$ cat config.mk
export PLATFORM = sky130hd
export DESIGN_NAME = fetch_unit
export DESIGN_NICKNAME = d
export VERILOG_FILES = /design/src/rtl/fetch_unit.sv
export SDC_FILE = /design/constraint.sdc
export NUM_CORES = 1
export LEC_CHECK = 0
export CAP_MARGIN = 30
export CORE_UTILIZATION = 30
export CTS_CLUSTER_SIZE = 40
export DETAILED_ROUTE_END_ITERATION = 8
export MAX_ROUTING_LAYER = met4
export PLACE_DENSITY = 0.65
export SLEW_MARGIN = 10
export SYNTH_ARGS = -nofsm -noshare
export SYNTH_HDL_FRONTEND = slang
export SYNTH_SLANG_ARGS = --single-unit
$ cat constraint.sdc
create_clock -name clk -period 2.4 [get_ports clk]
set_input_delay 0.48 -clock clk [delete_from_list [all_inputs] [get_ports clk]]
set_output_delay 0.48 -clock clk [all_outputs]
set_load 0.1 [all_outputs]
$ cat src/rtl/fetch_unit.sv
// Instruction fetch stage: PC register, IF/ID pipeline register and next-PC redirect logic.
// One-cycle instruction memory; redirects flush IF/ID (no delay slot).
module fetch_unit #(
    parameter logic [31:0] RESET_PC = 32'h0000_3000
) (
    input  logic        clk,
    input  logic        rst_n,
    input  logic [1:0]  NPCOP,
    input  logic [15:0] Imm16,
    input  logic [25:0] JTarget,
    input  logic [31:0] RegTarget,
    input  logic        Stall,
    input  logic        IMemReady,
    input  logic [31:0] IMemData,
    output logic [31:0] IMemAddr,
    output logic [31:0] Instr,
    output logic [5:0]  Opcode,
    output logic [5:0]  Funct,
    output logic [31:0] PCPlus4,
    output logic        Valid,
    output logic [15:0] FlushCnt
);

    typedef enum logic [1:0] {StBoot, StRun, StHold} state_e;

    state_e      state_q, state_d;
    logic [31:0] pc_q, pc_d;
    logic [31:0] instr_q, instr_d;
    logic [31:0] pc_plus4_q, pc_plus4_d;
    logic        valid_q, valid_d;
    logic [15:0] flush_cnt_q, flush_cnt_d;

    logic        redirect;
    logic [31:0] target;

    // NPCOP only means something while IF/ID holds a real instruction.
    assign redirect = valid_q && (NPCOP != 2'b00);

    always_comb begin
        case (NPCOP)
            2'b01:   target = pc_plus4_q + {{14{Imm16[15]}}, Imm16, 2'b00};
            2'b10:   target = {pc_plus4_q[31:28], JTarget, 2'b00};
            default: target = RegTarget;
        endcase
    end

    always_comb begin
        state_d     = state_q;
        pc_d        = pc_q;
        instr_d     = instr_q;
        pc_plus4_d  = pc_plus4_q;
        valid_d     = valid_q;
        flush_cnt_d = flush_cnt_q;

        case (state_q)
            StBoot: begin
                state_d = StRun;
            end
            default: begin
                if (Stall) begin
                    // Everything holds; redirect waits for the first unstalled cycle.
                end else if (redirect) begin
                    pc_d        = target;
                    instr_d     = 32'h0;
                    valid_d     = 1'b0;
                    flush_cnt_d = (flush_cnt_q == 16'hFFFF) ? flush_cnt_q : flush_cnt_q + 16'd1;
                    // HOLD is only left by a completed normal fetch.
                    if (!IMemReady) begin
                        state_d = StHold;
                    end
                end else if (!IMemReady) begin
                    instr_d = 32'h0;
                    valid_d = 1'b0;
                    state_d = StHold;
                end else begin
                    instr_d    = IMemData;
                    pc_plus4_d = pc_q + 32'd4;
                    pc_d       = pc_q + 32'd4;
                    valid_d    = 1'b1;
                    state_d    = StRun;
                end
            end
        endcase
    end

    always_ff @(posedge clk or negedge rst_n) begin
        if (!rst_n) begin
            state_q     <= StBoot;
            pc_q        <= RESET_PC;
            instr_q     <= 32'h0;
            pc_plus4_q  <= 32'h0;
            valid_q     <= 1'b0;
            flush_cnt_q <= 16'h0;
        end else begin
            state_q     <= state_d;
            pc_q        <= pc_d;
            instr_q     <= instr_d;
            pc_plus4_q  <= pc_plus4_d;
            valid_q     <= valid_d;
            flush_cnt_q <= flush_cnt_d;
        end
    end

    assign IMemAddr = pc_q;
    assign Instr    = instr_q;
    assign Opcode   = instr_q[31:26];
    assign Funct    = instr_q[5:0];
    assign PCPlus4  = pc_plus4_q;
    assign Valid    = valid_q;
    assign FlushCnt = flush_cnt_q;

endmodule
== Word level (Yosys, flattened, before mapping) ==
Cells that the tools add are included.
Widths: inputs -> output; s select.
Word-level totals
  output and inout bits: 125
  word-level logic and storage cells: 39
  input bits: 112
  register bits: 115
Cells by class
  $add $sub $neg: 3
  reductions and logical operators: 9
  multiplexer cells: 12
  bitwise gates (word level): 4
  equality and inequality tests: 5
Operators by type and width (count)
  $mux 32: 4
  $pmux 32 s2: 1
  $add 32x3->32 const B: 1
  $add 32x32->32: 1
  $add 16x1->16 const B: 1
  $eq 16x16->1 const B: 1
  $mux 2: 5
  $reduce_and 4->1: 2
  $not 1->1: 4
  $reduce_and 2->1: 2
  $reduce_bool 2->1: 2
  $ne 3x2->1 const B: 1
  $reduce_and 3->1: 1
  $eq 2x1->1 const B: 1
  $eq 2x2->1 const B: 1
  $logic_not 2->1: 1
  $mux 1: 2
  $ne 2x1->1 const B: 1
  $logic_and 1x1->1: 1

== Longest topological paths before layout ==
Gate-level depths: netlist of run 1.
  depth in word-level cells: 5
  gate-level depth with buffers: 11
  gate-level depth less buffers: 11

== Worst setup path before layout of run 1 ==
OpenSTA, ideal clock, no wires.
  path type: register to register
  start: register pc_plus4_q[2] (netlist: PCPlus4[2])
  end: register pc_q[30] (netlist: IMemAddr[30])
  setup time: 124 ps
  path slack: -1031 ps
  stages on the path, launching flop included: 12
  data arrival time: 3307 ps
  data required time: 2276 ps
  period minus slack after synthesis: 3431 ps
  cells stage by stage: dfrtp_1 -> ha_1 -> inv_1 -> fa_1 -> nand2b_1 -> a21oi_1 -> o31a_1 -> o21a_1 -> o21bai_1 -> o41ai_1 -> mux2i_1 -> a211o_2
On the way
  cells in the longest elaborated chain, start to end: 3
RTL lines
  start: declaration: line 29  | logic [31:0] pc_plus4_q, pc_plus4_d;
  start signal: assignment: line 98  | pc_plus4_q <= pc_plus4_d;
  $add 32x32->32: line 41  | 2'b01: target = pc_plus4_q + {{14{Imm16[15]}}, Imm16, 2'b00};
  $pmux 32 s2: line 40  | case (NPCOP)
  $mux 32: line 62  | end else if (redirect) begin
  end signal: assignment: line 96  | pc_q <= pc_d;
  end: declaration: line 27  | logic [31:0] pc_q, pc_d;
No other way between the ends.
A chain may end at the register's enable or synchronous reset.

== Worst setup path after layout of run 1 ==
  start: register pc_plus4_q[3] (netlist: PCPlus4[3])
  end: register pc_q[17] (netlist: IMemAddr[17])
The elaborated chain is that of the path after synthesis.

==> qor.yml, run 1 <==
worst_setup_path:
  cp_slowest_stage_delay_ns: 0.48
  slowest_stage: "dfrtp_4"
  cp-start-kind: "register"
  path_cells: "buf_6 > ha_4 > a211oi_4 > o211ai_1 > and3b_2 > o41a_1 > a311oi_1 > a211o_1 > o21ai_1"
  cpLargestDelayFamily: "compound AO/OA/AOI/OAI gates"
  setup.worst_path.end_class: "register"
  r2r_cells: 9
  r2r_slack_ns: -0.28
  crit_required_ns: 2.70
  crit_path_max_fanout: 3
  r2r_start: "PCPlus4[3]"
  arrival_ns: 2.98
  worstSetupStartpoint: "PCPlus4[3]"
  crit_type: "reg2reg"
  path_buf_inv: 1
  r2r-end: "IMemAddr[17]"
clock_tree:
  cts.htree.levels: 4
  clk-insertion-delay-late_ns: 0.43
  cts_made_buffers: 17
  cts-root-buf: "clkbuf_16"
  clkSlewWorstSetupHoldPaths_ns: 0.07
  clkSinkCount: 115
  cts_tree: "yes"
  cts.path.max_buffers: 2
timing:
  slew_viol_final: 0
  fin_crit_sh_pct: 111
  hold_violations: 0
  finalSetupViolCount: 23
  relSlewSlack_pct: 68.7
  rsz0062_at_grt: "true"
  finClkSkew_ns: 0.0121
  fin_crit_ns: 2.68
  worst_slew_pin_slew_ns: 0.467
  layout_setup_ws_ns: -0.275
  fmax_mhz: 374
  whs_ns: 0.461
drt:
  ant_nets: 0
  drc: 0
  vias_per_cell: 5.27
  routed_wl_um: 30600
  wire_per_inst_um: 18.8
  vias: 8591
  dr.pass1.iters: 5
  drtIter0Drc: 521
worst_hold_path:
  hold_class: "in2async"
grt:
  grt_pass1_wl_um: 47200
  gr-usage-all-layers_pct: 24.1
  grt.overflow.total: 0
  grt_start_max_net_pins: 47
  antenna_found_initial: 2
  gr-max-usage-layer: "met2"
  grtUsageMet3_pct: 6.47
  grt_pass1_vias: 8696
  grt_use_met1_pct: 29.7
  grtUsageMet2_pct: 38.5
power:
  pwr_density_cell_nw_per_um2: 1430
  comb_power_share_pct: 66.1
  p_leak_uw: 0.00563
  p_sw_uw: 9850
  p_seq_share_pct: 19.6
  internal_power_uw: 8190
  vdd_drop_max_v: 0.00127
  clockPowerShare_pct: 14.3
  switching_share_pct: 54.6
synthesis:
  ys_seq_area_share_pct: 37.1
  syn_inst: 892
  ys_seq_elements: 115
  synth_edf_count: 0
  syn_area_um2: 7770
  syn_nets: 1039
  syn_area_per_cell_um2: 8.71
  ys_types: 80
  yosysWarnings: 0
  synthArstFlopShare_pct: 100
  synth_flop_cell: "dfrtp_1"
floorplanning:
  start_util_pct: 30.7
  rows: 58
  dieArea_um2: 26500
  dieWidth_um: 163
  die_h_um: 163
  core_area_um2: 25300
  ios: 237
final_layout:
  mostFrequentLayoutCell: "buf_4"
  instances_no_fill: 1631
  nets: 1432
  syn2layout_area_growth_pct: 62.9
  layout_common_cells: "buf_4, nand2_1, clkdlybuf4s50_1"
  n_fill_cell: 2305
  drive_above_1_share_pct: 38.6
placement:
  io_buffers: 236
  gp_congestion: 0.932
  place_hpwl_um: 23500
  place_inst: 1589
job:
  maxCapViolCount: 0
run_status:
  violations: "setup timing"
  status: "finished with violations"
==> synth_stat cells, types with 5 or more instances <==
| cell | count | share of area [%] |
|---|---|---|
| a211oi_1 | 5 | 0.48 |
| o21bai_1 | 5 | 0.48 |
| a21o_1 | 19 | 1.8 |
| xnor2_1 | 36 | 4.1 |
| o21a_1 | 8 | 0.77 |
| or3_1 | 6 | 0.48 |
| xor2_1 | 22 | 2.5 |
| ha_1 | 34 | 5.5 |
| nor2b_1 | 5 | 0.40 |
| a221oi_1 | 10 | 1.1 |
| o21ai_0 | 79 | 5.1 |
| and3_1 | 10 | 0.81 |
| nor3_1 | 18 | 1.2 |
| nand4_1 | 12 | 0.97 |
| a31oi_1 | 11 | 0.89 |
| nand3_1 | 25 | 1.6 |
| nor2_1 | 68 | 3.3 |
| nor4_1 | 9 | 0.72 |
| dfrtp_1 | 113 | 36 |
| buf_4 | 13 | 1.3 |
| a22o_1 | 36 | 4.1 |
| inv_1 | 20 | 0.97 |
| o22ai_1 | 13 | 1.0 |
| a311oi_1 | 5 | 0.56 |
| nand2_1 | 109 | 5.3 |
| clkbuf_1 | 35 | 1.7 |
| nand2b_1 | 6 | 0.48 |
| a21oi_1 | 66 | 4.3 |
| o31a_1 | 5 | 0.56 |
==> metal layers <==
| layer | vias to the layer above | part of all wire [%] |
|---|---|---|
| li1 | 4064 | - |
| met1 | 4135 | 43 |
| met2 | 338 | 47 |
| met3 | 54 | 8.2 |
| met4 | 0 | 2.1 |
| met5 | - | 0 |
==> registers in the layout, summed over array words and instances, names as in the netlist <==
signal and count:
PCPlus4 32, Valid 1, FlushCnt 16, Instr 32
state_q 2, IMemAddr 32
==> final cells by class <==
class,count,area (µm²),area share [%]
Tap cell,330,413,3.26
Timing Repair Buffer,433,3560,28.1
Clock inverter,14,156,1.24
Multi-Input combinational cell,698,4990,39.4
Sequential cell,115,3020,23.9
Antenna cell,3,7.51,0.0593
Clock buffer,18,429,3.39
Inverter,20,77.6,0.613
==> stage by stage <==
stage          setup TNS (ns)  setup WS (ns)  power, µW  cell area, µm²  utilization (%)
6_report                -3.87         -0.275      18000           12700             50.0
5_1_grt                 -6.12         -0.367      18900           12700             50.0
4_1_cts                 -3.32         -0.293      17800           12500             49.3
3_5_place_dp           -24.13         -0.855      14900           11800             46.4
3_3_place_gp           -22.05         -0.844      14800           11800             46.4
2_1_floorplan           -1.83         -0.391      11400            8170                -
==> worst max-delay path by stage <==
stage	endpoint	slack [ns]	cells after the start
finish	IMemAddr[17]	-0.28	9
global route	IMemAddr[28]	-0.37	13
CTS	IMemAddr[22]	-0.29	12
detailed placement	IMemAddr[30]	-0.86	12
global placement	IMemAddr[30]	-0.84	10
floorplan	IMemAddr[22]	-0.39	9
==> power by group through the flow <==
stage	clock network, µW	logic, µW	registers [µW]
2_1_floorplan	0	3650	7780
3_3_place_gp	0	11300	3540
3_5_place_dp	0	11400	3550
4_1_cts	2630	11700	3530
5_1_grt	2710	12600	3650
6_report	2590	11900	3540
==> repair_timing <==
item	in CTS	in global routing
setup buffers	2	5
endpoints found under the setup margin	23	25
endpoints found under the hold margin	13	0
hold buffers	1	0
pin swaps	44	20
resized for setup	42	28
==> logic make-up (layout without fill, tap and decap cells) <==
kind of cell | Yosys count | count (layout) | share of synthesized area [%]
AND/OR/NAND/NOR | 302 | 302 | 19.2
AO/OA/AOI/OAI | 295 | 295 | 25.1
flip-flops | 115 | 115 | 37.1
buffers and inverters | 79 | 485 | 5.28
XOR/XNOR | 58 | 58 | 6.54
adder cells (fa/ha/maj) | 35 | 35 | 5.73
multiplexers | 8 | 8 | 1.10
other | 0 | 3 | 0
==> worst register-to-register path: cells and delay by family (launching register included) <==
kind | cells | cell delay, ns
flops | 1 | 0.48
buf+inv | 1 | 0.13
simple gates | 1 | 0.30
compound gates | 6 | 1.42
fa+ha+maj | 1 | 0.22
Note: power is estimated with default switching activity, not from simulation.
==> inputs of run 2 (changes only) <==
--- a/config.mk
+++ b/config.mk
@@ -10,7 +10,7 @@
 export CTS_CLUSTER_SIZE = 40
 export DETAILED_ROUTE_END_ITERATION = 8
 export MAX_ROUTING_LAYER = met4
-export PLACE_DENSITY = 0.65
+export PLACE_DENSITY = 0.63
 export SLEW_MARGIN = 10
 export SYNTH_ARGS = -nofsm -noshare
 export SYNTH_HDL_FRONTEND = slang
==> constraint.sdc (replaced) <==
create_clock -name clk -period 3 [get_ports clk]
set_input_delay 0.6 -clock clk [delete_from_list [all_inputs] [get_ports clk]]
set_output_delay 0.6 -clock clk [all_outputs]
set_load 0.1 [all_outputs]
==> run 2 against run 1 <==
Register-to-register slack better by 0.50 ns. Cell area is 8.8% lower. The flow now finishes without violations. Count of clock-buffer cells in the layout stayed put. Critical path type is now in2reg. Critical path depth is 2 higher. Sequential share of layout area is 1.2 points higher. Flip-flop and latch count stayed put. Wire length is 6.5% lower. Global-route usage is 1.6 points lower.
==> qor.yml, run 2 (synthesis gave the netlist of run 1 again) <==
timing:
  hold_violations: 0  # unchanged
  finalSetupViolCount: 0  # -100%
  fin_crit_sh_pct: 97.4
  worst_slew_pin_slew_ns: 0.653  # +0.186 ns
  relSlewSlack_pct: 56.4  # -12 points
  fin_crit_ns: 2.92
  fmax_mhz: 342
  layout_setup_ws_ns: 0.0771  # +0.353 ns
  finClkSkew_ns: 0.00910  # -0.00296 ns
  slew_viol_final: 0  # unchanged
  rsz0062_at_grt: "true"
placement:
  io_buffers: 236  # unchanged
  place_inst: 1518  # -4.5%
  placed_cell_area_um2: 10800  # -7.7%
  gp_congestion: 0.932  # about the same
  place_ws_ns: -0.744  # +0.112 ns
  place_hpwl_um: 21800  # -7.1%
clock_tree:
  cts-root-buf: "clkbuf_16"
  cts_made_buffers: 17  # unchanged
  clkSinkCount: 115  # unchanged
  clk-insertion-delay-late_ns: 0.42  # about the same
  cts_tree: "yes"
  clkSlewWorstSetupHoldPaths_ns: 0.06  # about the same
  cts.htree.levels: 4  # unchanged
  cts.path.max_buffers: 2  # unchanged
worst_setup_path:
  crit_required_ns: 3.36  # +0.66 ns
  arrival_ns: 3.28  # +0.30 ns
  cp_slowest_stage_delay_ns: 0.41  # -0.07 ns
  cp-start-kind: "primary input"
  path_cells: "clkdlybuf4s50_1 > ha_1 > a21o_1 > a221o_1 > or2_2 > o21a_1 > buf_4 > o21a_1 > nor3_1 > a2bb2oi_1 > a21o_1"
  setup.worst_path.end_class: "register"
  path_buf_inv: 2  # +1
  crit_path_max_fanout: 2  # -1
  crit_type: "in2reg"
  cpLargestDelayFamily: "compound AO/OA/AOI/OAI gates"
  slowest_stage: "clkdlybuf4s50_1"
grt:
  gr-usage-all-layers_pct: 22.5  # -1.6 points
  grt_pass1_vias: 7973  # -8.3%
  grt_start_max_net_pins: 116  # +150%
  grt_pass1_wl_um: 44200  # -6.3%
  antenna_found_initial: 2  # unchanged
  grt.overflow.total: 0  # unchanged
floorplanning:
  dieArea_um2: 26500  # unchanged
  start_util_pct: 30.7  # unchanged
  ios: 237  # unchanged
  rows: 58  # unchanged
  die_h_um: 163  # unchanged
  dieWidth_um: 163  # unchanged
  core_area_um2: 25300  # unchanged
power:
  pwr_density_cell_nw_per_um2: 1170  # -18%
  p_leak_uw: 0.00527  # -6.3%
  design_power_total_uw: 13500  # -25%
  vdd_drop_max_v: 0.000711  # -44%
drt:
  ant_nets: 0  # unchanged
  vias_per_cell: 5.21  # -1.0%
  wire_per_inst_um: 18.4  # -1.8%
  drtIter0Drc: 688  # +32%
  drc: 0  # unchanged
  dr.pass1.iters: 5  # unchanged
  vias: 8103  # -5.7%
  routed_wl_um: 28600  # -6.5%
final_layout:
  finalCoreUtilization_pct: 45.6  # -4.4 points
  instances_no_fill: 1554  # -4.7%
  layout_common_cells: "buf_4, nand2_1, clkdlybuf4s50_1"
  syn2layout_area_growth_pct: 48.6
  nets: 1356  # -5.3%
  mostFrequentLayoutCell: "buf_4"
  drive_above_1_share_pct: 26.7  # -12 points
  final_area_um2: 11500  # -8.8%
run_status:
  status: "finished, final reports clean"
worst_hold_path:
  hold_class: "in2async"
job:
  maxCapViolCount: 0  # unchanged
## run 2: power breakdown
| group | internal (µW) | total, µW | switching, µW | leakage, µW |
|---|---|---|---|---|
| Sequential | 2050 | 2740 | 681 | 0.00141 |
| Combinational | 2580 | 8600 | 6010 | 0.00357 |
| Clock | 1320 | 2120 | 803 | 0.000292 |
| Total | 5950 | 13500 | 7500 | 0.00527 |
## run 2: final cells by class
type | instances | area, µm²
diodes | 2 | 5.00
clock buffers | 18 | 429
clock inverters | 14 | 176
fillers | 2466 | 13800
inverters | 20 | 75.1
multi-input cells | 698 | 4570
flip-flops and latches | 115 | 2890
well taps | 330 | 413
repair buffers | 357 | 2990
## run 2: per-layer routing
layer / up-vias / share of wire, % / wire [µm] / track usage [%]
met5: - / 0 / 0 / -
met4: 0 / 2.4 / 681 / 7.56
met3: 45 / 8.4 / 2400 / 5.07
li1: 3920 / - / - / -
met2: 296 / 46 / 13200 / 35.1
met1: 3842 / 43 / 12300 / 28.6
## run 2: metrics by stage
step / hold WS [ns] / setup TNS, ns
after CTS: 0.303 / 0
after detailed placement: 0.484 / -8.27
after floorplan: 0.304 / -0.132
after global placement: 0.476 / -7.37
after global routing: 0.326 / -0.00876
final: 0.241 / 0
## run 2: final timing paths
kind | from | endpoint | slack [ns] | cells past startpoint
worst max-delay path | Imm16[7] | IMemAddr[18] | 0.08 | 11
worst min-delay path | rst_n | FlushCnt[5] | 0.24 | 2
worst max register to register | IMemAddr[3] | IMemAddr[30] | 0.22 | 8
worst min register to register | FlushCnt[9] | FlushCnt[9] | 0.50 | 1
max in group asynchronous | rst_n | PCPlus4[9] | 2.22 | 2
min in group clk | FlushCnt[9] | FlushCnt[9] | 0.50 | 1
## run 2: what timing repair did
item,4_1_cts,5_1_grt
setup buffers,2,0
hold buffers,0,0
pin swaps,6,6
endpoints found under the setup margin,5,8
gates resized for setup,8,7
==> inputs of run 3 (changes only) <==
--- a/config.mk
+++ b/config.mk
@@ -11,6 +11,7 @@
 export DETAILED_ROUTE_END_ITERATION = 8
 export MAX_ROUTING_LAYER = met4
 export PLACE_DENSITY = 0.63
+export REMOVE_ABC_BUFFERS = 1
 export SLEW_MARGIN = 10
 export SYNTH_ARGS = -nofsm -noshare
 export SYNTH_HDL_FRONTEND = slang
==> run 3 against run 2 <==
Global-route usage increased by 1.1 points. Register-to-register slack improved by 0.02 ns. Via count increased by 2.6%. Maximum frequency increased by 0.21%. Cell area increased by 1.6%. Total power increased by 1.6%. First-iteration DRC count decreased by 23%. Non-clock buffer count increased by 19. Critical path depth unchanged. Critical path type unchanged.
==> qor.yml, run 3 (synthesis gave the netlist of run 1 again) <==
grt:
  grt_pass1_vias: 8224  # +3.1%
  grt_pass1_wl_um: 45900  # +3.9%
  grt_start_max_net_pins: 63  # -46%
  antenna_found_initial: 1  # -1
  grt.overflow.total: 0  # unchanged
  gr-usage-all-layers_pct: 23.6  # +1.1 points
power:
  p_leak_uw: 0.00537  # +1.9%
  vdd_drop_max_v: 0.000616  # -13%
  pwr_density_cell_nw_per_um2: 1160  # about the same
clock_tree:
  clkSinkCount: 115  # unchanged
  cts_made_buffers: 17  # unchanged
  cts.htree.levels: 4  # unchanged
  clkSlewWorstSetupHoldPaths_ns: 0.06  # about the same
  cts_tree: "yes"
  clk-insertion-delay-late_ns: 0.43  # about the same
  cts-root-buf: "clkbuf_16"
  cts.path.max_buffers: 2  # unchanged
worst_setup_path:
  worstSetupStartpoint: "Imm16[7]"
  cp-start-kind: "primary input"
  r2r_start: "PCPlus4[9]"
  crit_type: "in2reg"
  arrival_ns: 3.22  # -0.06 ns
  r2r_slack_ns: 0.24  # +0.02 ns
  crit_required_ns: 3.30  # -0.06 ns
  setup.worst_path.end_class: "register"
  crit_path_max_fanout: 3  # +1
drt:
  routed_wl_um: 30200  # +5.4%
  wire_per_inst_um: 19.2  # +4.2%
  drtIter0Drc: 527  # -23%
  dr.pass1.iters: 5  # unchanged
  drc: 0  # unchanged
  vias_per_cell: 5.29  # +1.5%
  vias: 8316  # +2.6%
  ant_nets: 0  # unchanged
worst_hold_path:
  hold_class: "in2async"
final_layout:
  syn2layout_area_growth_pct: 51.0
  n_fill_cell: 2469  # +0.12%
  seq_area_um2: 2880  # -0.26%
  multi_input_area_um2: 4630  # +1.5%
  mostFrequentLayoutCell: "buf_4"
  finalCoreUtilization_pct: 46.3  # +0.75 points
  drive_above_1_share_pct: 28.1  # +1.4 points
  nets: 1375  # +1.4%
  layout_common_cells: "buf_4, dfrtp_1, nand2_1, clkdlybuf4s50_1, o21ai_0"
floorplanning:
  core_area_um2: 25300  # unchanged
  dieArea_um2: 26500  # unchanged
  rows: 58  # unchanged
  dieWidth_um: 163  # unchanged
  ios: 237  # unchanged
  die_h_um: 163  # unchanged
  start_util_pct: 30.7  # unchanged
timing:
  slew_viol_final: 0  # unchanged
  fin_crit_sh_pct: 97.2  # -0.20 points
  finalSetupViolCount: 0  # unchanged
  layout_setup_ws_ns: 0.0832  # +0.00611 ns
  relSlewSlack_pct: 40.8  # -16 points
  hold_violations: 0  # unchanged
  finClkSkew_ns: 0.00866  # -0.000439 ns
  fin_crit_ns: 2.92  # -0.00611 ns
  rsz0062_at_grt: "false"
  worst_slew_pin_slew_ns: 0.885  # +0.232 ns
  fmax_mhz: 343  # +0.21%
placement:
  place_hpwl_um: 22800  # +4.7%
  gp_congestion: 0.936  # +0.42%
  place_ws_ns: -0.621  # +0.123 ns
  io_buffers: 236  # unchanged
job:
  maxCapViolCount: 0  # unchanged
run_status:
  status: "finished, final reports clean"
[run 3: final timing paths]
check	depth (start not counted)	to
min in group clk	1	FlushCnt[11]
min	1	PCPlus4[10]
max in group asynchronous	2	Instr[19]
max	11	IMemAddr[20]
min reg2reg	1	FlushCnt[11]
max reg2reg	10	IMemAddr[20]
[run 3: power breakdown]
group          internal [µW]  switching [µW]  leakage, µW
clock                   1180             902     0.000286
combinational           2740            6130      0.00367
sequential              2050             663      0.00142
total                   5960            7700      0.00537
[run 3: repair_timing]
| action | in CTS | in global routing |
|---|---|---|
| endpoints found under the hold margin | 0 | 0 |
| setup endpoints to repair | 4 | 16 |
| cloned | 0 | 0 |
| pin swaps | 3 | 13 |
| setup buffers | 0 | 2 |
| hold buffers | 0 | 0 |
| resized for setup | 7 | 21 |
[run 3: layout make-up]
class,instances,share of cell area [%]
inverter,20,0.640
timing repair buffer,376,26.8
sequential,115,24.6
multi-input combinational,698,39.5
clock inverter,15,1.35
tap,330,3.52
antenna,1,0.0213
clock buffer,17,3.63
[run 3: through the flow]
| step | hold WS [ns] | area, µm² | cells | power, µW | TNS, ns |
|---|---|---|---|---|---|
| 2_1_floorplan | 0.304 | 7430 | 833 | 8620 | -36.65 |
| 3_3_place_gp | 0.485 | 11000 | 1537 | 11300 | -8.34 |
| 3_5_place_dp | 0.481 | 11000 | 1537 | 11400 | -8.73 |
| 4_1_cts | 0.0631 | 11600 | 1569 | 13500 | 0 |
| 5_1_grt | 0.0785 | 11700 | 1572 | 14300 | 0 |
| 6_report | 0.0666 | 11700 | 1572 | 13700 | 0 |
[run 3: critical path, cell delays in order]
cell and delay, ns:
clkdlybuf4s50_1 0.40, ha_1 0.29, a21o_1 0.21, a221o_1 0.38, or3_4 0.35, o221a_4 0.25, a211oi_2 0.18, buf_4 0.16
xnor2_1 0.06, a221oi_1 0.26, o21ai_1 0.08
[run 3: per-layer routing]
metal  global-route usage (%)  up-vias  routed length, µm  share of wire, %
met3                     5.50       32               2410               8.0
li1                         -     3947                  -                 -
met1                     29.6     3988              13000                43
met5                        -        -                  0                 0
met2                     37.6      349              14300                47
met4                     7.05        0                454               1.5
